File: src/rtl/reg_file_mp_pkg.sv
// Shared defaults and helpers for the multi-ported register file.
package reg_file_mp_pkg;

  localparam int XLEN_DEF = 64;
  localparam int NREG_DEF = 32;
  localparam int REG_ZERO = 0;  // hard-wired zero register index

  // Address width for n registers; never narrower than one bit.
  function automatic int clog2_aw(input int n);
    return (n <= 2) ? 1 : $clog2(n);
  endfunction

endpackage

File: src/rtl/reg_file_mp_if.sv
// Read/write/scoreboard bus of the register file.
interface reg_file_mp_if
  import reg_file_mp_pkg::*;
#(
  parameter int XLEN = XLEN_DEF,
  parameter int NREG = NREG_DEF,
  parameter int NRD  = 2,
  parameter int AW   = clog2_aw(NREG)
) ();

  logic [NRD-1:0]      rd_en;
  logic [NRD*AW-1:0]   rd_addr;
  logic [NRD*XLEN-1:0] rd_data;
  logic [NRD-1:0]      rd_valid;
  logic                we;
  logic [AW-1:0]       wr_addr;
  logic [XLEN-1:0]     wr_data;
  logic                busy_set;
  logic [AW-1:0]       busy_addr;
  logic [NREG-1:0]     busy_vec;

  modport master (
    output rd_en, rd_addr, we, wr_addr, wr_data, busy_set, busy_addr,
    input  rd_data, rd_valid, busy_vec
  );

  modport slave (
    input  rd_en, rd_addr, we, wr_addr, wr_data, busy_set, busy_addr,
    output rd_data, rd_valid, busy_vec
  );

endinterface

File: src/rtl/reg_file_rdport.sv
// One read port: address mux, write forwarding, output register and valid.
module reg_file_rdport
  import reg_file_mp_pkg::*;
#(
  parameter int XLEN   = XLEN_DEF,
  parameter int NREG   = NREG_DEF,
  parameter int BYPASS = 1,
  parameter int AW     = clog2_aw(NREG)
) (
  input  logic                      clk,
  input  logic                      rst,
  input  logic                      i_en,
  input  logic [AW-1:0]             i_addr,
  input  logic [NREG-1:0][XLEN-1:0] i_regs,
  input  logic [NREG-1:0]           i_busy,
  input  logic                      i_we,
  input  logic [AW-1:0]             i_wr_addr,
  input  logic [XLEN-1:0]           i_wr_data,
  output logic [XLEN-1:0]           o_data,
  output logic                      o_valid
);

  logic            w_inrange;
  logic            w_wr_hit;
  logic            w_busy;
  logic [XLEN-1:0] w_data;
  logic [XLEN-1:0] r_data;
  logic            r_valid;

  // Select read value; a same-cycle write to this address both forwards its
  // data and (with forwarding) counts as having cleared the busy mark.
  always_comb begin
    w_inrange = 32'(i_addr) < NREG;
    w_wr_hit  = i_we && (i_wr_addr == i_addr) && (i_addr != AW'(REG_ZERO));
    w_busy    = w_inrange && i_busy[i_addr];
    w_data    = '0;
    if (BYPASS != 0 && w_wr_hit) w_busy = 1'b0;
    if (w_inrange) w_data = (BYPASS != 0 && w_wr_hit) ? i_wr_data : i_regs[i_addr];
  end

  // Output register: data holds when idle, valid is a one-cycle pulse.
  always_ff @(posedge clk or posedge rst) begin
    if (rst) begin
      r_data  <= '0;
      r_valid <= 1'b0;
    end else begin
      r_valid <= i_en && w_inrange && !w_busy;
      if (i_en) r_data <= w_data;
    end
  end

  assign o_data  = r_data;
  assign o_valid = r_valid;

endmodule

File: src/rtl/reg_file_mp.sv
// Multi-read-port register file with zero register and busy scoreboard.
module reg_file_mp
  import reg_file_mp_pkg::*;
#(
  parameter int XLEN   = XLEN_DEF,
  parameter int NREG   = NREG_DEF,
  parameter int NRD    = 2,
  parameter int BYPASS = 1,
  localparam int AW    = clog2_aw(NREG)
) (
  input  logic         clk,
  input  logic         rst,
  reg_file_mp_if.slave bus
);

  logic [NREG-1:0][XLEN-1:0] r_regs;
  logic [NREG-1:0]           r_busy;
  logic                      w_wr_ok;
  logic [NRD-1:0][XLEN-1:0]  w_rd_data;
  logic [NRD-1:0]            w_rd_valid;

  assign w_wr_ok = bus.we && (bus.wr_addr != AW'(REG_ZERO)) && (32'(bus.wr_addr) < NREG);

  // Storage; entry 0 is never written so it stays zero.
  always_ff @(posedge clk or posedge rst) begin
    if (rst) r_regs <= '0;
    else if (w_wr_ok) r_regs[bus.wr_addr] <= bus.wr_data;
  end

  // Scoreboard: a busy mark set in the same cycle as a write-clear survives.
  always_ff @(posedge clk or posedge rst) begin
    if (rst) begin
      r_busy <= '0;
    end else begin
      for (int r = 1; r < NREG; r++) begin
        if (bus.busy_set && bus.busy_addr == AW'(r)) r_busy[r] <= 1'b1;
        else if (bus.we && bus.wr_addr == AW'(r))    r_busy[r] <= 1'b0;
      end
    end
  end

  for (genvar i = 0; i < NRD; i++) begin : g_rd
    reg_file_rdport #(.XLEN(XLEN), .NREG(NREG), .BYPASS(BYPASS), .AW(AW)) u_rdport (
      .clk       (clk),
      .rst       (rst),
      .i_en      (bus.rd_en[i]),
      .i_addr    (bus.rd_addr[i*AW +: AW]),
      .i_regs    (r_regs),
      .i_busy    (r_busy),
      .i_we      (bus.we),
      .i_wr_addr (bus.wr_addr),
      .i_wr_data (bus.wr_data),
      .o_data    (w_rd_data[i]),
      .o_valid   (w_rd_valid[i])
    );
  end

  assign bus.rd_data  = w_rd_data;
  assign bus.rd_valid = w_rd_valid;
  assign bus.busy_vec = r_busy;

endmodule

File: src/flat_wrapper.sv
// flat-port wrapper written by rule: the top's interface ports become plain ports
module reg_file_mp_flat import reg_file_mp_pkg::*;
#(
  parameter int XLEN   = XLEN_DEF,
  parameter int NREG   = NREG_DEF,
  parameter int NRD    = 2,
  parameter int BYPASS = 1,
  localparam int AW    = clog2_aw(NREG)
)
  (clk, rst, bus_rd_en, bus_rd_addr, bus_we, bus_wr_addr, bus_wr_data, bus_busy_set, bus_busy_addr, bus_rd_data, bus_rd_valid, bus_busy_vec);
  reg_file_mp_if #(.XLEN(XLEN), .NREG(NREG), .NRD(NRD)) bus_i ();
  input  logic clk;
  input  logic rst;
  input wire logic [$bits(bus_i.rd_en)-1:0] bus_rd_en;
  input wire logic [$bits(bus_i.rd_addr)-1:0] bus_rd_addr;
  input wire logic [$bits(bus_i.we)-1:0] bus_we;
  input wire logic [$bits(bus_i.wr_addr)-1:0] bus_wr_addr;
  input wire logic [$bits(bus_i.wr_data)-1:0] bus_wr_data;
  input wire logic [$bits(bus_i.busy_set)-1:0] bus_busy_set;
  input wire logic [$bits(bus_i.busy_addr)-1:0] bus_busy_addr;
  output wire logic [$bits(bus_i.rd_data)-1:0] bus_rd_data;
  output wire logic [$bits(bus_i.rd_valid)-1:0] bus_rd_valid;
  output wire logic [$bits(bus_i.busy_vec)-1:0] bus_busy_vec;
  assign bus_i.rd_en = bus_rd_en;
  assign bus_i.rd_addr = bus_rd_addr;
  assign bus_i.we = bus_we;
  assign bus_i.wr_addr = bus_wr_addr;
  assign bus_i.wr_data = bus_wr_data;
  assign bus_i.busy_set = bus_busy_set;
  assign bus_i.busy_addr = bus_busy_addr;
  assign bus_rd_data = bus_i.rd_data;
  assign bus_rd_valid = bus_i.rd_valid;
  assign bus_busy_vec = bus_i.busy_vec;
  reg_file_mp #(.XLEN(XLEN), .NREG(NREG), .NRD(NRD), .BYPASS(BYPASS)) u_core (.clk(clk), .rst(rst), .bus(bus_i));
endmodule
File: config.mk
export PLATFORM = sky130hd
export DESIGN_NAME = reg_file_mp_flat
export DESIGN_NICKNAME = d
export VERILOG_FILES = /design/src/rtl/reg_file_mp_pkg.sv /design/src/rtl/reg_file_mp_if.sv /design/src/rtl/reg_file_rdport.sv /design/src/rtl/reg_file_mp.sv /design/src/flat_wrapper.sv
export SDC_FILE = /design/constraint.sdc
export NUM_CORES = 2
export LEC_CHECK = 0
export BUFFER_PORTS_ARGS = -buffer_cell sky130_fd_sc_hd__buf_2
export CAP_MARGIN = 20
export CORE_ASPECT_RATIO = 1.75
export CORE_MARGIN = 5
export CORE_UTILIZATION = 38
export CTS_CLUSTER_SIZE = 40
export DETAILED_ROUTE_END_ITERATION = 7
export GPL_TIMING_DRIVEN = 0
export PLACE_DENSITY = 0.62
export SETUP_SLACK_MARGIN = 0.4
export SYNTH_ARGS = -nofsm -noshare
export SYNTH_HDL_FRONTEND = slang
export SYNTH_SLANG_ARGS = --single-unit
File: constraint.sdc
create_clock -name clk -period 77.8 [get_ports clk]
set_input_delay 15.56 -clock clk [delete_from_list [all_inputs] [get_ports clk]]
set_output_delay 15.56 -clock clk [all_outputs]
set_load 0.02 [all_outputs]
==> impl_summary.log <==
[metrics] result of the run: completed
[metrics] clock latency on the worst-skew pair: about 0.93 ns
[metrics] vias in the first global route: slightly below 90000
[metrics] number of buffers inserted to repair setup after CTS: 0
[metrics] Net Sw Power: between 0.001 and 0.0015 W
[metrics] Hold-fix buffers, CTS: 0
[metrics] final core utilization: 0.443
[metrics] worst vdd ir: between 20 and 25 uV
[metrics] CTS tree: built
[metrics] power share of the clock group: 0.323
[metrics] post-layout minimum cycle time: 19.26 ns
[metrics] instance count of the mapped netlist: around 7600
[metrics] Final Max Slew Viols: 0
[metrics] initial antenna violation count: 124
[metrics] Yosys warning count: 1
[metrics] grt peak-use layer: met2
[metrics] horizontal extent of the die: around 430 microns
[metrics] full die area: approximately 0.32 sq mm
[metrics] cell with the most instances after synthesis: dfrtp_1
[metrics] fraction of final layout cells with drive strength greater than 1: 0.535
[metrics] met3 Usage GRT: 0.162
[metrics] met1 usage in global routing: 0.448
[metrics] data arrival time of the critical path: ~20 ns
[metrics] gr usage total: 0.417
[metrics] final worst clock skew: roughly 0.04 ns
[metrics] cell area power density: ~26 mW/mm^2
[metrics] GR Layer Usage met2: 0.602
[metrics] clock transition at the registers of the reported paths: about 0.070 ns
[metrics] register area share after synthesis: 0.478
[metrics] maximum fanout count along the critical path: 12
[metrics] Post-Place Cells: ~12000
[metrics] max-cap violations: 0
[metrics] Critical Path Source Type: input pin
[metrics] Netlist cell types: 55
[metrics] top-area cell type share of the netlist area: 0.478
[metrics] number of enable flip-flop cells after synthesis: 0
[metrics] hpwl dp: roughly 480 mm
[metrics] Post-route DRC: 0
[metrics] pin count of the biggest net entering global routing: between 40 and 50
[metrics] data required time at the worst endpoint: ~79 ns
[metrics] Crit. End Element: flop
[metrics] Die Y-Extent: 739 microns
[metrics] total vias in the final route: between 80000 and 90000
[metrics] switching share of total power: 0.312
[metrics] Max-Slew Margin vs Limit: 0.136
[metrics] #FFs+latches synth: 2209
[metrics] total standard cell area after synthesis: roughly 0.12 sq mm
[metrics] final wirelength: ~670 mm
[metrics] mean cell area of the mapped netlist: 15.2 sq um
[metrics] async set or reset register ratio after synthesis: 1.00
[metrics] highest clock frequency the design can meet: between 0.05 and 0.06 GHz
[metrics] Nets: 8371
[metrics] overflow left after global routing: 0
[metrics] sequential share of power: 0.442
[metrics] Synthesized Nets: 7673
[metrics] CTS Buf Count: 209
[metrics] unrepaired setup endpoints after global routing: no
[metrics] cell type with the highest aggregate area in the netlist: dfrtp_1
[metrics] fraction of the cycle the final worst path needs: 0.248
[metrics] Cell Count, Final, Fillers Out: between 10000 and 15000
[metrics] filler cell count in the final layout: ~27000
[metrics] root cell of the clock tree: clkbuf_16
[metrics] CORE AREA: about 0.30 sq mm
[metrics] Sinks on Clock Net: about 2200
[metrics] path type of the worst setup path: in -> reg
[metrics] global-route wire length before repair: roughly 860 mm
[metrics] leakage dissipation: between 50 and 60 nW
[metrics] count of endpoints failing hold in the final timing report: 0
[metrics] part of the total power dissipated in combinational logic: 0.236
[metrics] total negative slack for setup checks: 0 ns
[metrics] total internal power: around 0.0024 W
[metrics] First DRT Iteration DRCs: 13028
[metrics] # setup viols final: 0
[metrics] leading cell types by count after synthesis: 2209 x dfrtp_1, 2134 x mux2_2, 1054 x mux4_2
[metrics] growth of design area from synthesis to finish: 16.4%
[metrics] post-CTS sizing: 0
[metrics] average wire per cell in the routed design: approximately 53 microns
[metrics] Core Rows: about 270
[metrics] Placer Congestion: around 1.0
[metrics] effective utilization at floorplan: 0.381
[metrics] slew at the pin with the worst max-slew slack: 1.29 ns
[metrics] Primary FF master, synth: dfrtp_1
[metrics] Max Root-Sink Buffers: 4
[metrics] count of buffers inserted at the top-level ports: ~240
[metrics] largest cells by area after synthesis: dfrtp_1 48%, mux2_2 21%, mux4_2 21%, mux2i_1 2.3%, clkbuf_1 1.5%
[metrics] antenna-violating nets left: 0
[metrics] H-tree Lvls: 4
[metrics] type of the worst min-delay path: reg -> reg
[metrics] number of ports placed on the die boundary: about 250
[metrics] number of optimization iterations in the first detailed-route pass: 8
[metrics] vias per std cell: 7.08
==> worst paths after layout <==
check                           slack [ns]  depth (start not counted)                                             to                                from
worst max-delay path                 58.54                          9  u_core.g_rd[1].u_rdport.o_data[7]$_DFFE_PP0P_                      bus_rd_addr[6]
worst min-delay path                  0.48                          1                   u_core.r_regs[2]$_DFFE_PP0P_        u_core.r_regs[2]$_DFFE_PP0P_
worst max register to register       74.89                          3      u_core.g_rd[0].u_rdport.o_valid$_DFF_PP0_  u_core.bus.busy_vec[7]$_DFFE_PP0P_
worst min register to register        0.48                          1                   u_core.r_regs[2]$_DFFE_PP0P_        u_core.r_regs[2]$_DFFE_PP0P_
max in group asynchronous            59.99                         11                 u_core.r_regs[712]$_DFFE_PP0P_                                 rst
min in group asynchronous            14.81                          2                 u_core.r_regs[236]$_DFFE_PP0P_                                 rst
==> cell type report <==
cell class	count	area (sq um)	area share
clock inverters	86	1240	0.00924
diodes	157	393	0.00292
plain buffers	880	4180	0.0311
inverters	34	131	0.000977
repair buffers	487	5980	0.0445
flip-flops and latches	2209	55300	0.411
well taps	4050	5070	0.0377
clock buffers	286	5970	0.0444
multi-input cells	4460	56200	0.418
==> power groups by stage <==
| stage | registers [W] | clock network, W | logic [W] |
|---|---|---|---|
| 2_1_floorplan | 0.00152 | 0 | 0.000529 |
| 3_3_place_gp | 0.00155 | 0 | 0.000766 |
| 3_5_place_dp | 0.00156 | 0 | 0.000804 |
| 4_1_cts | 0.00154 | 0.00113 | 0.000807 |
| 5_1_grt | 0.00157 | 0.00117 | 0.000855 |
| 6_report | 0.00155 | 0.00113 | 0.000829 |
==> registers in the layout, indices dropped and copies added (netlist names) <==
register and cells:
u_core.g_rd.u_rdport.o_data 128, u_core.g_rd.u_rdport.o_valid 2, u_core.r_regs 2048, u_core.bus.busy_vec 31
==> critical path: stages <==
cell and delay [ns]:
buf_4 0.37, buf_2 0.64, buf_4 0.43, buf_2 0.70, buf_2 0.82, mux2i_1 0.17
a22oi_1 0.34, nand3_1 0.57, o21ai_0 0.32
==> through the flow <==
| stage | hold slack [ns] | power (W) | area, sq um | worst slack (ns) |
|---|---|---|---|---|
| floorplan | 0.441 | 0.00205 | 116000 | 31.55 |
| global placement | 0.452 | 0.00232 | 122000 | 19.22 |
| detailed placement | 0.466 | 0.00237 | 127000 | 57.93 |
| CTS | 0.483 | 0.00348 | 134000 | 58.89 |
| global route | 0.498 | 0.00359 | 134000 | 58.65 |
| finish | 0.483 | 0.00352 | 134000 | 58.54 |
==> placed cells by master, fill, tap and decap left out, drive strengths merged, types with 6 or more instances in the layout <==
cell and n:
clkbuf 740, o221ai 6, nor2b 19, nor4 7, a221o 45, and3 13
bufinv 28, xnor2 10, nand2b 8, nand2 137, mux4 1054, mux2 2134
mux2i 265, a31oi 11, o21ai 121, o211ai 6, a2bb2oi 6, o31ai 9
diode 157, buf 913, o22ai 115, nor2 125, a22oi 98, a211oi 7
a32o 7, nand3 85, nor3 60, dfrtp 2209, a21oi 63, o2111ai 8
clkinvlp 10, a22o 9, inv 37, clkinv 45
==> kinds of logic (layout without fill, tap and decap cells) <==
| kind of cell | after synthesis | after routing | synth area share |
|---|---|---|---|
| DFF | 2209 | 2209 | 0.478 |
| AOI/OAI and AO/OA | 528 | 528 | 0.0308 |
| and+or+nand+nor | 468 | 468 | 0.0182 |
| other | 1 | 158 | 0.0000325 |
| muxes | 3453 | 3453 | 0.436 |
| xor gates and xnor gates | 10 | 10 | 0.000758 |
| buffers and inverters | 914 | 1773 | 0.0354 |
==> metal layers <==
layer,wire length (microns),vias to the layer above
li1,-,30713
met1,208000,47328
met2,289000,8387
met3,80300,3141
met4,88500,34
met5,237,-
No activity file was read; power rests on OpenSTA's default activity.
